===== src/rtl/aclk_multi_alarm_if.sv =====
// Bundles the time, alarm-write, button and status signals between the
// time/key logic and the multi-alarm block.
interface aclk_multi_alarm_if #(
  parameter int NUM_ALARMS = 4,
  parameter int IDX_W      = 2
);
  logic                  minute_tick;
  logic [3:0]            cur_ms_hr;
  logic [3:0]            cur_ls_hr;
  logic [3:0]            cur_ms_min;
  logic [3:0]            cur_ls_min;
  logic                  load_new_a;
  logic [IDX_W-1:0]      alarm_sel;
  logic [3:0]            new_alarm_ms_hr;
  logic [3:0]            new_alarm_ls_hr;
  logic [3:0]            new_alarm_ms_min;
  logic [3:0]            new_alarm_ls_min;
  logic [NUM_ALARMS-1:0] alarm_en;
  logic                  snooze_button;
  logic                  stop_button;
  logic                  sound_alarm;
  logic                  snoozing;
  logic [IDX_W-1:0]      alarm_active_idx;
  logic [3:0]            rd_alarm_ms_hr;
  logic [3:0]            rd_alarm_ls_hr;
  logic [3:0]            rd_alarm_ms_min;
  logic [3:0]            rd_alarm_ls_min;
  logic [1:0]            dbg_state;

  // Strobes (minute_tick, load_new_a, buttons) are single-cycle pulses with no
  // back-pressure; every other input is a level sampled on each clock edge.
  modport master (
    output minute_tick, cur_ms_hr, cur_ls_hr, cur_ms_min, cur_ls_min,
    output load_new_a, alarm_sel,
    output new_alarm_ms_hr, new_alarm_ls_hr, new_alarm_ms_min, new_alarm_ls_min,
    output alarm_en, snooze_button, stop_button,
    input  sound_alarm, snoozing, alarm_active_idx,
    input  rd_alarm_ms_hr, rd_alarm_ls_hr, rd_alarm_ms_min, rd_alarm_ls_min,
    input  dbg_state
  );

  modport slave (
    input  minute_tick, cur_ms_hr, cur_ls_hr, cur_ms_min, cur_ls_min,
    input  load_new_a, alarm_sel,
    input  new_alarm_ms_hr, new_alarm_ls_hr, new_alarm_ms_min, new_alarm_ls_min,
    input  alarm_en, snooze_button, stop_button,
    output sound_alarm, snoozing, alarm_active_idx,
    output rd_alarm_ms_hr, rd_alarm_ls_hr, rd_alarm_ms_min, rd_alarm_ls_min,
    output dbg_state
  );
endinterface


===== src/rtl/aclk_multi_alarm.sv =====
// NUM_ALARMS-channel BCD alarm store with once-per-minute match detection and
// a ringing / snooze / timeout controller driving sound_alarm.
module aclk_multi_alarm #(
  parameter int NUM_ALARMS       = 4,
  parameter int IDX_W            = 2,
  parameter int SNOOZE_MIN       = 5,
  parameter int RING_TIMEOUT_MIN = 10
) (
  input  logic             clk,
  input  logic             reset,
  aclk_multi_alarm_if.slave bus
);

  typedef enum logic [1:0] {
    ST_IDLE    = 2'd0,
    ST_RINGING = 2'd1,
    ST_SNOOZE  = 2'd2
  } state_e;

  localparam logic [7:0] RING_LAST   = 8'(RING_TIMEOUT_MIN - 1);
  localparam logic [7:0] SNOOZE_LOAD = 8'(SNOOZE_MIN);

  logic [NUM_ALARMS-1:0][15:0] alarm_q;
  state_e                      state_q;
  logic [7:0]                  ring_cnt_q;
  logic [7:0]                  snooze_cnt_q;
  logic [IDX_W-1:0]            active_idx_q;
  logic                        sound_q;
  logic                        snoozing_q;

  logic [15:0]      cur_time;
  logic [15:0]      rd_word_d;
  logic [IDX_W-1:0] winner_d;
  logic             any_match_d;
  logic             active_en_d;
  logic             trigger;

  assign cur_time = {bus.cur_ms_hr, bus.cur_ls_hr, bus.cur_ms_min, bus.cur_ls_min};

  // Out-of-range alarm_sel matches no channel, so writes drop and readback is 0.
  always_ff @(posedge clk or negedge reset) begin
    if (!reset) begin
      alarm_q <= '0;
    end else begin
      for (int i = 0; i < NUM_ALARMS; i++) begin
        if (bus.load_new_a && (bus.alarm_sel == IDX_W'(i))) begin
          alarm_q[i] <= {bus.new_alarm_ms_hr, bus.new_alarm_ls_hr,
                         bus.new_alarm_ms_min, bus.new_alarm_ls_min};
        end
      end
    end
  end

  // Descending scan so the lowest matching index is the one left in winner_d.
  always_comb begin
    winner_d    = '0;
    any_match_d = 1'b0;
    active_en_d = 1'b0;
    rd_word_d   = '0;
    for (int i = NUM_ALARMS - 1; i >= 0; i--) begin
      if (bus.alarm_en[i] && (alarm_q[i] == cur_time)) begin
        winner_d    = IDX_W'(i);
        any_match_d = 1'b1;
      end
    end
    for (int i = 0; i < NUM_ALARMS; i++) begin
      if (active_idx_q == IDX_W'(i)) active_en_d = bus.alarm_en[i];
      if (bus.alarm_sel == IDX_W'(i)) rd_word_d = alarm_q[i];
    end
  end

  assign trigger = bus.minute_tick && any_match_d;

  always_ff @(posedge clk or negedge reset) begin
    if (!reset) begin
      state_q      <= ST_IDLE;
      ring_cnt_q   <= '0;
      snooze_cnt_q <= '0;
      active_idx_q <= '0;
      sound_q      <= 1'b0;
      snoozing_q   <= 1'b0;
    end else begin
      case (state_q)
        ST_IDLE: begin
          if (trigger) begin
            state_q      <= ST_RINGING;
            ring_cnt_q   <= '0;
            active_idx_q <= winner_d;
            sound_q      <= 1'b1;
            snoozing_q   <= 1'b0;
          end
        end
        ST_RINGING: begin
          if (bus.stop_button || !active_en_d) begin
            state_q    <= ST_IDLE;
            sound_q    <= 1'b0;
            snoozing_q <= 1'b0;
          end else if (bus.snooze_button) begin
            state_q      <= ST_SNOOZE;
            snooze_cnt_q <= SNOOZE_LOAD;
            sound_q      <= 1'b0;
            snoozing_q   <= 1'b1;
          end else if (trigger) begin
            ring_cnt_q   <= '0;
            active_idx_q <= winner_d;
          end else if (bus.minute_tick) begin
            if (ring_cnt_q == RING_LAST) begin
              state_q    <= ST_IDLE;
              sound_q    <= 1'b0;
              snoozing_q <= 1'b0;
            end else begin
              ring_cnt_q <= ring_cnt_q + 8'd1;
            end
          end
        end
        ST_SNOOZE: begin
          // Snooze presses are deliberately not decoded here: no extension.
          if (bus.stop_button || !active_en_d) begin
            state_q    <= ST_IDLE;
            sound_q    <= 1'b0;
            snoozing_q <= 1'b0;
          end else if (trigger) begin
            state_q      <= ST_RINGING;
            ring_cnt_q   <= '0;
            active_idx_q <= winner_d;
            sound_q      <= 1'b1;
            snoozing_q   <= 1'b0;
          end else if (bus.minute_tick) begin
            if (snooze_cnt_q <= 8'd1) begin
              state_q      <= ST_RINGING;
              ring_cnt_q   <= '0;
              snooze_cnt_q <= '0;
              sound_q      <= 1'b1;
              snoozing_q   <= 1'b0;
            end else begin
              snooze_cnt_q <= snooze_cnt_q - 8'd1;
            end
          end
        end
        default: begin
          state_q    <= ST_IDLE;
          sound_q    <= 1'b0;
          snoozing_q <= 1'b0;
        end
      endcase
    end
  end

  assign bus.sound_alarm      = sound_q;
  assign bus.snoozing         = snoozing_q;
  assign bus.alarm_active_idx = active_idx_q;
  assign bus.dbg_state        = state_q;
  assign bus.rd_alarm_ms_hr   = rd_word_d[15:12];
  assign bus.rd_alarm_ls_hr   = rd_word_d[11:8];
  assign bus.rd_alarm_ms_min  = rd_word_d[7:4];
  assign bus.rd_alarm_ls_min  = rd_word_d[3:0];

endmodule


===== src/flat_wrapper.sv =====
// flat-port wrapper written by rule: the top's interface ports become plain ports
module aclk_multi_alarm_flat 
#(
  parameter int NUM_ALARMS       = 4,
  parameter int IDX_W            = 2,
  parameter int SNOOZE_MIN       = 5,
  parameter int RING_TIMEOUT_MIN = 10
)
  (clk, reset, bus_minute_tick, bus_cur_ms_hr, bus_cur_ls_hr, bus_cur_ms_min, bus_cur_ls_min, bus_load_new_a, bus_alarm_sel, bus_new_alarm_ms_hr, bus_new_alarm_ls_hr, bus_new_alarm_ms_min, bus_new_alarm_ls_min, bus_alarm_en, bus_snooze_button, bus_stop_button, bus_sound_alarm, bus_snoozing, bus_alarm_active_idx, bus_rd_alarm_ms_hr, bus_rd_alarm_ls_hr, bus_rd_alarm_ms_min, bus_rd_alarm_ls_min, bus_dbg_state);
  aclk_multi_alarm_if #(.NUM_ALARMS(NUM_ALARMS), .IDX_W(IDX_W)) bus_i ();
  input  logic clk;
  input  logic reset;
  input wire logic [$bits(bus_i.minute_tick)-1:0] bus_minute_tick;
  input wire logic [$bits(bus_i.cur_ms_hr)-1:0] bus_cur_ms_hr;
  input wire logic [$bits(bus_i.cur_ls_hr)-1:0] bus_cur_ls_hr;
  input wire logic [$bits(bus_i.cur_ms_min)-1:0] bus_cur_ms_min;
  input wire logic [$bits(bus_i.cur_ls_min)-1:0] bus_cur_ls_min;
  input wire logic [$bits(bus_i.load_new_a)-1:0] bus_load_new_a;
  input wire logic [$bits(bus_i.alarm_sel)-1:0] bus_alarm_sel;
  input wire logic [$bits(bus_i.new_alarm_ms_hr)-1:0] bus_new_alarm_ms_hr;
  input wire logic [$bits(bus_i.new_alarm_ls_hr)-1:0] bus_new_alarm_ls_hr;
  input wire logic [$bits(bus_i.new_alarm_ms_min)-1:0] bus_new_alarm_ms_min;
  input wire logic [$bits(bus_i.new_alarm_ls_min)-1:0] bus_new_alarm_ls_min;
  input wire logic [$bits(bus_i.alarm_en)-1:0] bus_alarm_en;
  input wire logic [$bits(bus_i.snooze_button)-1:0] bus_snooze_button;
  input wire logic [$bits(bus_i.stop_button)-1:0] bus_stop_button;
  output wire logic [$bits(bus_i.sound_alarm)-1:0] bus_sound_alarm;
  output wire logic [$bits(bus_i.snoozing)-1:0] bus_snoozing;
  output wire logic [$bits(bus_i.alarm_active_idx)-1:0] bus_alarm_active_idx;
  output wire logic [$bits(bus_i.rd_alarm_ms_hr)-1:0] bus_rd_alarm_ms_hr;
  output wire logic [$bits(bus_i.rd_alarm_ls_hr)-1:0] bus_rd_alarm_ls_hr;
  output wire logic [$bits(bus_i.rd_alarm_ms_min)-1:0] bus_rd_alarm_ms_min;
  output wire logic [$bits(bus_i.rd_alarm_ls_min)-1:0] bus_rd_alarm_ls_min;
  output wire logic [$bits(bus_i.dbg_state)-1:0] bus_dbg_state;
  assign bus_i.minute_tick = bus_minute_tick;
  assign bus_i.cur_ms_hr = bus_cur_ms_hr;
  assign bus_i.cur_ls_hr = bus_cur_ls_hr;
  assign bus_i.cur_ms_min = bus_cur_ms_min;
  assign bus_i.cur_ls_min = bus_cur_ls_min;
  assign bus_i.load_new_a = bus_load_new_a;
  assign bus_i.alarm_sel = bus_alarm_sel;
  assign bus_i.new_alarm_ms_hr = bus_new_alarm_ms_hr;
  assign bus_i.new_alarm_ls_hr = bus_new_alarm_ls_hr;
  assign bus_i.new_alarm_ms_min = bus_new_alarm_ms_min;
  assign bus_i.new_alarm_ls_min = bus_new_alarm_ls_min;
  assign bus_i.alarm_en = bus_alarm_en;
  assign bus_i.snooze_button = bus_snooze_button;
  assign bus_i.stop_button = bus_stop_button;
  assign bus_sound_alarm = bus_i.sound_alarm;
  assign bus_snoozing = bus_i.snoozing;
  assign bus_alarm_active_idx = bus_i.alarm_active_idx;
  assign bus_rd_alarm_ms_hr = bus_i.rd_alarm_ms_hr;
  assign bus_rd_alarm_ls_hr = bus_i.rd_alarm_ls_hr;
  assign bus_rd_alarm_ms_min = bus_i.rd_alarm_ms_min;
  assign bus_rd_alarm_ls_min = bus_i.rd_alarm_ls_min;
  assign bus_dbg_state = bus_i.dbg_state;
  aclk_multi_alarm #(.NUM_ALARMS(NUM_ALARMS), .IDX_W(IDX_W), .SNOOZE_MIN(SNOOZE_MIN), .RING_TIMEOUT_MIN(RING_TIMEOUT_MIN)) u_core (.clk(clk), .reset(reset), .bus(bus_i));
endmodule

===== config.mk =====
export PLATFORM = sky130hd
export DESIGN_NAME = aclk_multi_alarm_flat
export DESIGN_NICKNAME = d
export VERILOG_FILES = /design/src/rtl/aclk_multi_alarm_if.sv /design/src/rtl/aclk_multi_alarm.sv /design/src/flat_wrapper.sv
export SDC_FILE = /design/constraint.sdc
export NUM_CORES = 1
export LEC_CHECK = 0
export ABC_CLOCK_PERIOD_IN_PS = 6300
export BUFFER_PORTS_ARGS = -buffer_cell sky130_fd_sc_hd__buf_4
export CORE_ASPECT_RATIO = 1.75
export CORE_UTILIZATION = 65
export CTS_BUF_LIST = sky130_fd_sc_hd__clkbuf_8
export DETAILED_ROUTE_END_ITERATION = 10
export HOLD_SLACK_MARGIN = 0.1
export PLACE_DENSITY = 0.88
export SLEW_MARGIN = 30
export SYNTH_ARGS = -nofsm -noshare
export SYNTH_HDL_FRONTEND = slang
export SYNTH_SLANG_ARGS = --single-unit

===== constraint.sdc =====
create_clock -name clk -period 6.3 [get_ports clk]
set_clock_uncertainty 0.1 [all_clocks]
set_input_delay 0.63 -clock clk [delete_from_list [all_inputs] [get_ports clk]]
set_output_delay 0.63 -clock clk [all_outputs]
set_load 0.005 [all_outputs]

==> qor.csv <==
stage;metric;value;unit
finish;share of layout cells above drive strength 1;35.4;%
logic_synthesis;Post-Syn Area;0.00522;mm^2
timing;Worst-Margin Slew;1.07;ns
pwr;Pwr Density;316;mW/mm^2
cts;Num CTS Buffers;9;
setup_path;Crit path largest cell delay;0.55;ns
timing;Max transition margin;28.5;%
setup_path;Crit Path Category;register to register;
floorplan;core area;0.00767;mm^2
logic_synthesis;#FFs+latches synth;86;
logic_synthesis;top-count cell post-synth;dfrtp_1;
logic_synthesis;EDFF count, synth;0;
cts;Clock Tree Root;clkbuf_8;
place;Setup WS pre-CTS;3.16;ns
finish;area delta synth->final;14.8;%
floorplan;die width;69.7;um
logic_synthesis;Synth async-reset ratio;100;%
logic_synthesis;Yosys warning count;0;
global_routing;grt total ovfl;0;
cts;CTS-repair resized insts;0;
place;final RePlAce weighted congestion;1.01;
detailed_routing;vias per std cell;6.72;
logic_synthesis;Post-Syn Instances;440;
pwr;Worst VDD drop;215;uV
pwr;Power Total;1.89;mW
detailed_routing;via count;3989;
pwr;LEAKAGE;2.57;nW
cts;clock tree buffer depth;2;
cts;postcts setup bufs;0;
detailed_routing;# DRC;0;
logic_synthesis;synth cell count leaders;86 x dfrtp_1, 68 x mux2_2, 60 x xor2_1, 21 x nor4_1, 17 x mux4_2;
global_routing;initial antenna violation count;0;
setup_path;Worst setup SP type;register;
timing;endpoints failing hold;0;
global_routing;vias in the first global route;4079;
cts;clock-pin slew on the worst setup and hold paths;0.09;ns
logic_synthesis;largest cells by area after synthesis;dfrtp_1 41%, mux2_2 15%, xor2_1 10%;
cts;TritonCTS clock tree;done;
setup_path;Cell Chain, Critical Path;nor4_4, o211a_4, or2b_1, o21ai_2, or4_1, a221oi_1, a211o_1;
detailed_routing;top routing layer used;met4;
timing;RSZ-0062 raised after global routing;no;
place;DP HPWL;9.69;mm
setup_path;Critical-path top delay cell;or4_1;
timing;Final WS setup;3.46;ns
floorplan;Die Ht;120;um
place;Post-DP Area;0.00573;mm^2
detailed_routing;Metal-1 WL;4.90;mm
timing;Fin Setup TNS;0;ns
timing;Achievable Freq;353;MHz
detailed_routing;DR WL met3;546;um
logic_synthesis;Post-Syn Nets;488;
global_routing;All-Layer GR Usage;32.5;%
timing;Setup violations, final;0;
place;dpl cells;575;
detailed_routing;Iteration-0 DRC Markers;232;
setup_path;Worst Path Required;6.52;ns
logic_synthesis;top-area cell type share of the netlist area;41.3;%
timing;post-route minimum period;2.84;ns
detailed_routing;Total Wirelength;13.3;mm
cts;clock sinks;86;
cts;CTS Hold Bufs;0;
floorplan;die area;0.00840;mm^2
detailed_routing;wire per inst;22.3;um
cts;htree depth;3;
place;input/output buffers;65;
finish;final instance area;0.00598;mm^2
timing;Slew Limit Fails;0;
detailed_routing;drt first pass iters;5;
logic_synthesis;post-synth top area cell;dfrtp_1;
logic_synthesis;Avg Inst Size Synth;11.9;um^2
min_path;worst hold path type;input pin to asynchronous set/reset pin;
floorplan;# rows;42;
finish;fin cells;594;
floorplan;# IOs;66;
timing;final critical-path share of the clock period;45.0;%
logic_synthesis;Synth Flop Type;dfrtp_1;
flow_run;Max Cap Viol;0;
timing;WHS;0.215;ns
floorplan;Initial Util;68.0;%
logic_synthesis;Synth cell types;61;
detailed_routing;Routed Antenna Nets;0;
finish;final core utilization;78.0;%
status;status;completed;
setup_path;nature of the critical path endpoint;register;
finish;diode count;0;
logic_synthesis;sequential element share of the synthesized area;41.3;%
detailed_routing;Met2 Wirelength;7.26;mm
global_routing;first-pass GRT wire length;20.7;mm
setup_path;crit-path max FO;14;
cts;insertion delay to the later sink of the worst-skew pair;0.37;ns
setup_path;crit path DAT;3.05;ns
finish;Nets;549;
global_routing;largest net degree at the start of global routing;87;
-- cell usage in the layout, fill, tap and decap left out, types with 7 or more instances in the layout --
master,n
nand2_1,15
nand4_1,7
dfrtp_1,86
and3_1,10
a21oi_1,10
buf_4,64
mux4_2,17
clkbuf_8,10
inv_1,13
nor3_1,8
nor4_1,21
xor2_1,60
mux2_2,68
o21ai_0,7
-- worst paths after layout --
path,to,slack [ns],cells after the start,start
worst min-delay path,u_core.snooze_cnt_q[1]$_DFFE_PN0P_,0.22,1,reset
max in group asynchronous,u_core.alarm_q[29]$_DFFE_PN0P_,5.36,1,reset
worst min register to register,u_core.bus.sound_alarm$_DFFE_PN0P_,0.42,1,u_core.bus.sound_alarm$_DFFE_PN0P_
worst max register to register,u_core.ring_cnt_q[5]$_DFFE_PN0P_,3.46,7,u_core.snooze_cnt_q[4]$_DFFE_PN0P_
min in group clk,u_core.alarm_q[49]$_DFFE_PN0P_,0.41,2,bus_new_alarm_ls_min[1]
worst max-delay path,u_core.ring_cnt_q[5]$_DFFE_PN0P_,3.46,7,u_core.snooze_cnt_q[4]$_DFFE_PN0P_
-- per-layer routing --
metal / global-route usage (%) / vias to the layer above
met3: 5.00 / 41
met2: 59.4 / 153
met5: 0 / -
li1: - / 1789
met4: 17.0 / 0
met1: 35.9 / 2006
-- cell type report --
type | count | area, um^2
clock buffers | 10 | 138
clock inverters | 6 | 77.6
fillers | 507 | 1690
inverters | 11 | 41.3
multi-input cells | 325 | 2940
flip-flops and latches | 86 | 2150
well taps | 88 | 110
repair buffers | 68 | 529
-- state kept, by name, summed over array words and instances (netlist names) --
register                     count
u_core.bus.dbg_state             2
u_core.snooze_cnt_q              8
u_core.bus.alarm_active_idx      2
u_core.ring_cnt_q                8
u_core.bus.sound_alarm           1
u_core.alarm_q                  64
u_core.bus.snoozing              1
-- worst max-delay path: cells and delay by family, from the launching register on --
kind / cells / cell delay [ns]
compound gates: 4 / 0.95
simple gates: 3 / 1.27
flops: 1 / 0.47
-- kinds of logic (layout without fill, tap and decap cells) --
logic type | count (synthesis) | after routing | share of synthesized area [%]
buffers and inverters | 29 | 95 | 2.64
XOR/XNOR | 64 | 64 | 10.7
multiplexers | 88 | 88 | 22.6
flip-flops | 86 | 86 | 41.3
AO/OA/AOI/OAI | 58 | 58 | 8.45
adder cells (fa/ha/maj) | 4 | 4 | 0.960
AND/OR/NAND/NOR | 111 | 111 | 13.3
-- power breakdown --
| group | total [mW] | internal [mW] | switching, mW |
|---|---|---|---|
| registers | 0.807 | 0.673 | 0.134 |
| clock network | 0.426 | 0.230 | 0.196 |
| logic | 0.657 | 0.332 | 0.325 |
(Power assumes the default switching activity.)
